--- src/rtl/alu_pkg.sv ---
//------------------------------------------------------------------------------
// Module   : alu_pkg
// Purpose  : ALU function codes and issue-stage state encoding.
// Revision : 1.0
//------------------------------------------------------------------------------
`default_nettype none

package alu_pkg;

    localparam logic [2:0] OP_AND  = 3'd0;
    localparam logic [2:0] OP_OR   = 3'd1;
    localparam logic [2:0] OP_ADD  = 3'd2;
    localparam logic [2:0] OP_RSVD = 3'd3;
    localparam logic [2:0] OP_ANDN = 3'd4;
    localparam logic [2:0] OP_ORN  = 3'd5;
    localparam logic [2:0] OP_SUB  = 3'd6;
    localparam logic [2:0] OP_SLT  = 3'd7;

    typedef enum logic [1:0] {
        IDLE = 2'd0,
        EXEC = 2'd1,
        RESP = 2'd2
    } state_t;

endpackage

`default_nettype wire

--- src/rtl/alu_regfile.sv ---
//------------------------------------------------------------------------------
// Module   : alu_regfile
// Purpose  : REGS x N register file, R0 hardwired zero, 2 read / 1 write port
//            with writeback taking priority over the direct load strobe.
// Revision : 1.0
//------------------------------------------------------------------------------
`default_nettype none

module alu_regfile #(
    parameter int N    = 8,
    parameter int REGS = 4,
    parameter int AW   = $clog2(REGS)
) (
    input  logic          clk,
    input  logic          rst_n,
    input  logic [AW-1:0] i_ra1,
    input  logic [AW-1:0] i_ra2,
    output logic [N-1:0]  o_rd1,
    output logic [N-1:0]  o_rd2,
    input  logic          i_wb_en,
    input  logic [AW-1:0] i_wb_addr,
    input  logic [N-1:0]  i_wb_data,
    input  logic          i_ld_en,
    input  logic [AW-1:0] i_ld_addr,
    input  logic [N-1:0]  i_ld_data
);

    logic [N-1:0] w_rf [REGS];

    assign w_rf[0] = '0;

    generate
        for (genvar gi = 1; gi < REGS; gi++) begin : g_entry
            logic [N-1:0] r_q;
            logic         w_wb_hit;
            logic         w_ld_hit;

            assign w_wb_hit = i_wb_en && (i_wb_addr == AW'(gi));
            assign w_ld_hit = i_ld_en && (i_ld_addr == AW'(gi));

            always_ff @(posedge clk or negedge rst_n) begin
                if (!rst_n) begin
                    r_q <= '0;
                end else if (w_wb_hit) begin
                    r_q <= i_wb_data;
                end else if (w_ld_hit) begin
                    r_q <= i_ld_data;
                end
            end

            assign w_rf[gi] = r_q;
        end
    endgenerate

    assign o_rd1 = w_rf[i_ra1];
    assign o_rd2 = w_rf[i_ra2];

endmodule

`default_nettype wire

--- src/rtl/alu_issue.sv ---
//------------------------------------------------------------------------------
// Module   : alu_issue
// Purpose  : Register-to-register issue/writeback stage around a combinational
//            ALU. Optional macro ALU_ISSUE_ZERO_FLAG_EN adds output out_zero.
// Revision : 1.0
//------------------------------------------------------------------------------
`default_nettype none

module alu_issue
    import alu_pkg::*;
#(
    parameter int N    = 8,
    parameter int REGS = 4,
    parameter int AW   = $clog2(REGS)
) (
    input  logic          clk,
    input  logic          rst_n,
    input  logic          in_valid,
    output logic          in_ready,
    input  logic [2:0]    in_op,
    input  logic [AW-1:0] in_rd,
    input  logic [AW-1:0] in_rs1,
    input  logic [AW-1:0] in_rs2,
    input  logic          ld_en,
    input  logic [AW-1:0] ld_addr,
    input  logic [N-1:0]  ld_data,
    output logic [2:0]    alu_F,
    output logic [N-1:0]  alu_a,
    output logic [N-1:0]  alu_b,
    input  logic [N-1:0]  alu_y,
    input  logic          alu_cout,
    output logic          out_valid,
    input  logic          out_ready,
    output logic [N-1:0]  out_data,
    output logic          out_cout,
    output logic [AW-1:0] out_rd,
`ifdef ALU_ISSUE_ZERO_FLAG_EN
    output logic          out_zero,
`endif
    output logic          out_err
);

    state_t        r_state;
    state_t        w_next_state;
    logic          w_in_ready;
    logic          w_out_valid;
    logic          w_accept;
    logic          w_wb_en;
    logic [N-1:0]  w_rs1_data;
    logic [N-1:0]  w_rs2_data;

    logic [2:0]    r_alu_F;
    logic [N-1:0]  r_alu_a;
    logic [N-1:0]  r_alu_b;
    logic [AW-1:0] r_rd;
    logic [N-1:0]  r_out_data;
    logic          r_out_cout;
    logic [AW-1:0] r_out_rd;
    logic          r_out_err;

    assign w_accept = in_valid && w_in_ready;
    // Illegal ops and R0 targets still produce a response but never write back.
    assign w_wb_en  = (r_state == EXEC) && (r_alu_F != OP_RSVD) && (r_rd != '0);

    alu_regfile #(
        .N    (N),
        .REGS (REGS),
        .AW   (AW)
    ) u_regfile (
        .clk       (clk),
        .rst_n     (rst_n),
        .i_ra1     (in_rs1),
        .i_ra2     (in_rs2),
        .o_rd1     (w_rs1_data),
        .o_rd2     (w_rs2_data),
        .i_wb_en   (w_wb_en),
        .i_wb_addr (r_rd),
        .i_wb_data (alu_y),
        .i_ld_en   (ld_en),
        .i_ld_addr (ld_addr),
        .i_ld_data (ld_data)
    );

    always_ff @(posedge clk or negedge rst_n) begin
        if (!rst_n) begin
            r_state <= IDLE;
        end else begin
            r_state <= w_next_state;
        end
    end

    always_comb begin
        w_next_state = r_state;
        case (r_state)
            IDLE:    if (in_valid) w_next_state = EXEC;
            EXEC:    w_next_state = RESP;
            RESP:    if (out_ready) w_next_state = IDLE;
            default: w_next_state = IDLE;
        endcase
    end

    always_comb begin
        w_in_ready  = 1'b0;
        w_out_valid = 1'b0;
        case (r_state)
            IDLE:    w_in_ready  = 1'b1;
            RESP:    w_out_valid = 1'b1;
            default: ;
        endcase
    end

    always_ff @(posedge clk or negedge rst_n) begin
        if (!rst_n) begin
            r_alu_F <= '0;
            r_alu_a <= '0;
            r_alu_b <= '0;
            r_rd    <= '0;
        end else if (w_accept) begin
            r_alu_F <= in_op;
            r_alu_a <= w_rs1_data;
            r_alu_b <= w_rs2_data;
            r_rd    <= in_rd;
        end
    end

    always_ff @(posedge clk or negedge rst_n) begin
        if (!rst_n) begin
            r_out_data <= '0;
            r_out_cout <= 1'b0;
            r_out_rd   <= '0;
            r_out_err  <= 1'b0;
        end else if (r_state == EXEC) begin
            r_out_data <= alu_y;
            r_out_cout <= alu_cout;
            r_out_rd   <= r_rd;
            r_out_err  <= (r_alu_F == OP_RSVD);
        end
    end

`ifdef ALU_ISSUE_ZERO_FLAG_EN
    logic r_out_zero;

    always_ff @(posedge clk or negedge rst_n) begin
        if (!rst_n) begin
            r_out_zero <= 1'b0;
        end else if (r_state == EXEC) begin
            r_out_zero <= (alu_y == '0);
        end
    end

    assign out_zero = r_out_zero;
`endif

    assign in_ready  = w_in_ready;
    assign out_valid = w_out_valid;
    assign alu_F     = r_alu_F;
    assign alu_a     = r_alu_a;
    assign alu_b     = r_alu_b;
    assign out_data  = r_out_data;
    assign out_cout  = r_out_cout;
    assign out_rd    = r_out_rd;
    assign out_err   = r_out_err;

endmodule

`default_nettype wire

--- config.mk ---
export PLATFORM = sky130hd
export DESIGN_NAME = alu_issue
export DESIGN_NICKNAME = d
export VERILOG_FILES = /design/src/rtl/alu_pkg.sv /design/src/rtl/alu_regfile.sv /design/src/rtl/alu_issue.sv
export SDC_FILE = /design/constraint.sdc
export NUM_CORES = 1
export LEC_CHECK = 0
export BUFFER_PORTS_ARGS = -buffer_cell sky130_fd_sc_hd__buf_2
export CAP_MARGIN = 0
export CORE_MARGIN = 4
export CORE_UTILIZATION = 30
export DETAILED_ROUTE_END_ITERATION = 10
export GPL_TIMING_DRIVEN = 1
export SLEW_MARGIN = 25
export SYNTH_ARGS = -nofsm -noshare
export SYNTH_HDL_FRONTEND = slang
export SYNTH_SLANG_ARGS = --single-unit
--- constraint.sdc ---
create_clock -name clk -period 2.05 [get_ports clk]
set_clock_uncertainty 0.15 [all_clocks]
set_input_delay 0.205 -clock clk [delete_from_list [all_inputs] [get_ports clk]]
set_output_delay 0.205 -clock clk [all_outputs]
set_load 0.02 [all_outputs]
== Word level (Yosys, flattened, before mapping) ==
Index checks and enable logic that the tools add are counted.
Cells by class
  reduce and logical (&&, ||, !) cells: 15
  bitwise operators: 2
  equality and inequality tests: 12
  multiplexer cells: 17
  $lt $le $gt $ge: 2
Operators by type and width (number)
  $mux W8: 10
  $bmux W8 S2: 2
  $eq A2 B2 Y1 const B: 5
  $logic_and A1 B1 Y1: 9
  $reduce_bool A2 Y1: 4
  $eq A2 B1 Y1 const B: 3
  $ge A3 B3 Y1 const B: 2
  $not A2 Y3: 2
  $pmux W2 S3: 1
  $mux W2: 2
  $ne A2 B2 Y1 const B: 2
  $eq A3 B2 Y1 const B: 1
  $ne A3 B2 Y1 const B: 1
  $logic_not A2 Y1: 1
  $mux W1: 2
  $reduce_and A2 Y1: 1
Storage, ports and cells
  register bits after elaboration: 59

== Depth between registers and ports, before layout ==
  word-level depth: 5
  depth in mapped cells: 5

== Hierarchy ==
From an unflattened synthesis, not the netlist that was laid out.
Unflattened totals
  cell total of the unflattened synthesis: 259
  area total of the unflattened synthesis: 2870.3 µm²
Modules (own cells, without submodules)
  alu_regfile: cells each 179, times used 1, sequential area each 600.6 µm², area each 1525.2 µm²
  alu_issue: cells each 80, times used 1, sequential area each 875.8 µm², area each 1345.0 µm²

== Least setup slack after synthesis ==
No wires, ideal clock.
  kind: register to register
  start: reg r_alu_F[2] (netlist: alu_F[2])
  end: reg u_regfile.g_entry[3].r_q[0]
  required time: 1.775 ns
  stages on the path, launching flop included: 4
  setup slack: 0.494 ns
  period minus slack after synthesis: 1.556 ns
  path buffers: 0
  arrival: 1.282 ns
  cell sequence: dfrtp_1 nand3b_1 nand4_2 mux2_2
On the way
  word-level cells in the longest chain between the ends: 5
  elaborated cells between the ends (all ways): 6
  those cells by class: 1 x eq/ne; 1 x mux; 4 x reduce/logical
Ends and longest elaborated chain
  start, declared: line alu_issue.sv:52  | logic [2:0] r_alu_F;
  start signal, assigned: line alu_issue.sv:119  | r_alu_F <= in_op;
  $ne A3 B2 Y1 (*): line alu_issue.sv:63  | assign w_wb_en = (r_state == EXEC) && (r_alu_F != OP_RSVD) && (r_rd != '0);
  $logic_and A1 B1 Y1 (*) (2 in series): line alu_issue.sv:63
  $logic_and A1 B1 Y1 (*): line alu_regfile.sv:38  | assign w_wb_hit = i_wb_en && (i_wb_addr == AW'(gi));
  $mux W8 or $reduce_bool A2 Y1 (tied branches)
  end signal, assigned: line alu_regfile.sv:45  | r_q <= i_wb_data;
  end signal, assigned: line alu_regfile.sv:47  | r_q <= i_ld_data;
  end, declared: line alu_regfile.sv:34  | logic [N-1:0] r_q;
Every way passes the cells marked *; elsewhere a longest branch is shown, timed or not.
A chain may end at the register's enable or synchronous reset.

== Worst setup path after layout ==
  start: reg r_state[1]
  end: reg u_regfile.g_entry[3].r_q[3]
On the way
  word-level cells in the longest chain between the ends: 5
  elaborated cells between the ends (all ways): 6
  those cells by class: 1 x eq/ne; 1 x mux; 4 x reduce/logical
Ends and longest elaborated chain
  start, declared: line alu_issue.sv:43  | state_t r_state;
  start signal, assigned: line alu_issue.sv:88  | r_state <= w_next_state;
  $eq A2 B1 Y1 (*): line alu_issue.sv:63
  $logic_and A1 B1 Y1 (*) (2 in series): line alu_issue.sv:63
  $logic_and A1 B1 Y1 (*): line alu_regfile.sv:38
  $mux W8 or $reduce_bool A2 Y1 (tied branches)
Marks and branches as above.

==> flow_metrics.tcl <==
set metrics [dict create \
    outcome "completed" \
    drv_slew 0 \
    place_area_mm2 0.00334 \
    arrival_ns 1.73 \
    vias_per_cell 4.53 \
    synth_top_family_by_area "multiplexers" \
    grt_setup_unrepaired "no" \
    max_freq_mhz 601 \
    synth_cells 241 \
    die_y_um 105 \
    nets 359 \
    cts_tree "built" \
    synthTopCellsByArea "dfrtp_1 52%, mux2_2 27%, nand2_1 4.6%, a22oi_1 4.0%, a21oi_1 2.6%" \
    start_kind "flop" \
    worst_hold_path_type "in2reg" \
    hold_viol_final 0 \
    synth_compound_gate_area_share_pct 7.16 \
    grt_overflow 0 \
    htree_levels 3 \
    synthMuxAreaShare_pct 27.3 \
    synth_fa_ha_area_share_pct 0 \
    synth_top_area_share_pct 51.9 \
    first_iter_violations 77 \
    period_needed_ns 1.66 \
    setup_violations 0 \
    place_ws_ns 0.393 \
    synth_xor_area_share_pct 0 \
    root_buffer "clkbuf_8" \
    vias 2083 \
    syn_nets 274 \
    synth.distinct_cells 21 \
    syn_area_per_cell_um2 11.8 \
    critPathKind "reg2reg" \
    initial_core_util_pct 30.8 \
    cp.required_ns 2.12 \
    p_per_area_mw_per_mm2 1510 \
    postCtsSetupRepairBufs 0 \
    grt_max_degree 30 \
    netlist.top_cell.by_area "dfrtp_1" \
    synthSimpleGateAreaFrac_pct 11.4 \
    wl_per_cell_um 14.6 \
    nFillCells 909 \
    cts_buffers 9 \
    utilization_pct 40.3 \
    antenna_found_initial 0 \
    synth_warnings 0 \
    path_max_fanout 8 \
    n_antenna_cell 0 \
    clk_latency_ns 0.34 \
    clockBufferDepth 2 \
    hpwl_mm 5.01 \
    routed_wl_mm 6.72 \
    grt_pass1_vias 2239 \
    finalSetupTns_ns 0 \
    rows 35 \
    endpoint_kind "flop" \
    finalCritPeriodShare_pct 81.1 \
    synth_area_mm2 0.00285 \
    stdcell_area_mm2 0.00372 \
    r2r_cells 3 \
    worst_pin_slew_ns 0.557 \
    final_layout_size_suffix_gt1_share_pct 49.2 \
    drc_errors 0 \
    setup_slack_ns 0.387 \
    gp_congestion 0.752 \
    mostFrequentLayoutCells "69 x mux2_2, 65 x buf_2, 59 x dfrtp_1" \
    grt_pass1_wl_mm 11.4 \
    layout_commonest_cell "mux2_2" \
    die_w_um 105 \
    cts_sinks 59 \
    pin_count 66 \
    synth-seq-cells 59 \
    postRouteAntennaNets 0 \
    die-area_mm2 0.0111 \
    ir_drop_mv 0.504 \
    total_leakage_power_nw 1.71 \
    grt_usage_pct 13.2 \
    coreArea_mm2 0.00924 \
    maxCapViolCount 0 \
    dr.pass1.iters 4 \
    maxSlewHeadroom_pct 62.8 \
    synth-seq-area-share_pct 51.9 \
    p_total_mw 5.61 \
    hold-path-cell-count 3 \
    syn_to_final_growth_pct 30.8 \
    port_buffers 65 \
    path_clk_slew_ns 0.07 \
]
-- repair_timing --
action | in CTS | in global routing
resized for setup | 0 | 0
hold endpoints to repair | 30 | 0
hold buffers | 16 | 0
-- critical path, stage by stage (launching register included) --
cell,delay (ns)
dfrtp_1,0.42
and2b_1,0.31
nand4_2,0.30
mux2_2,0.36
-- layout make-up --
| type | count | area [µm²] | share of cell area, % |
|---|---|---|---|
| sequential | 59 | 1480 | 39.7 |
| multi-input combinational | 168 | 1310 | 35.2 |
| timing repair buffer | 87 | 543 | 14.6 |
| tap | 129 | 161 | 4.34 |
| clock buffer | 11 | 151 | 4.07 |
| clock inverter | 5 | 75.1 | 2.02 |
| inverter | 1 | 3.75 | 0.101 |
-- report_power, final --
group | switching [mW] | total (mW) | internal (mW)
combinational | 1.17 | 2.25 | 1.09
sequential | 0.405 | 2.16 | 1.75
clock | 0.454 | 1.20 | 0.744
-- per-stage QoR --
step / cells / hold slack [ns]
final: 460 / 0.0721
after global routing: 460 / 0.0950
after floorplan: 241 / -0.241
after CTS: 460 / 0.0514
after global placement: 428 / 0.00989
after detailed placement: 428 / 0.0240
-- final timing paths --
kind                              from                           to  slack (ns)
min                          in_rs1[0]                     alu_a[6]        0.07
min reg2reg                out_data[6]                  out_data[6]        0.32
max reg2reg                 r_state[1]  u_regfile.g_entry[3].r_q[3]        0.39
max                         r_state[1]  u_regfile.g_entry[3].r_q[3]        0.39
min in group asynchronous        rst_n                     out_cout        0.19
max in group asynchronous        rst_n                     alu_a[4]        1.00
-- metal layers --
metal	wire length, µm	GRT usage (%)
met5	0	0
met4	152	6.37
met3	341	3.43
met2	3040	20.2
met1	3190	17.3
-- cell usage after synthesis --
master / instances
buf_4: 1
nand4_2: 1
a31oi_1: 1
nor2b_1: 2
nor2_1: 17
mux2_2: 69
a21oi_1: 15
nor3b_1: 1
and2b_1: 1
nand2b_1: 2
clkbuf_1: 6
buf_2: 6
a22oi_1: 15
inv_1: 1
nand3_2: 1
nand3b_2: 2
o21ai_0: 2
nand2_1: 35
nand4b_2: 2
dfrtp_1: 59
nand3b_1: 2
-- registers in the layout, indices dropped and copies added, names as in the netlist --
register / count
alu_b: 8
alu_a: 8
alu_F: 3
out_rd: 2
r_state: 2
out_data: 8
out_err: 1
u_regfile.g_entry.r_q: 24
r_rd: 2
out_cout: 1
-- logic make-up after synthesis --
logic type / after synthesis
muxes: 69
DFF: 59
buffers and inverters: 14
AOI/OAI and AO/OA: 33
and+or+nand+nor: 66
Power figures use the tool's default switching activity.
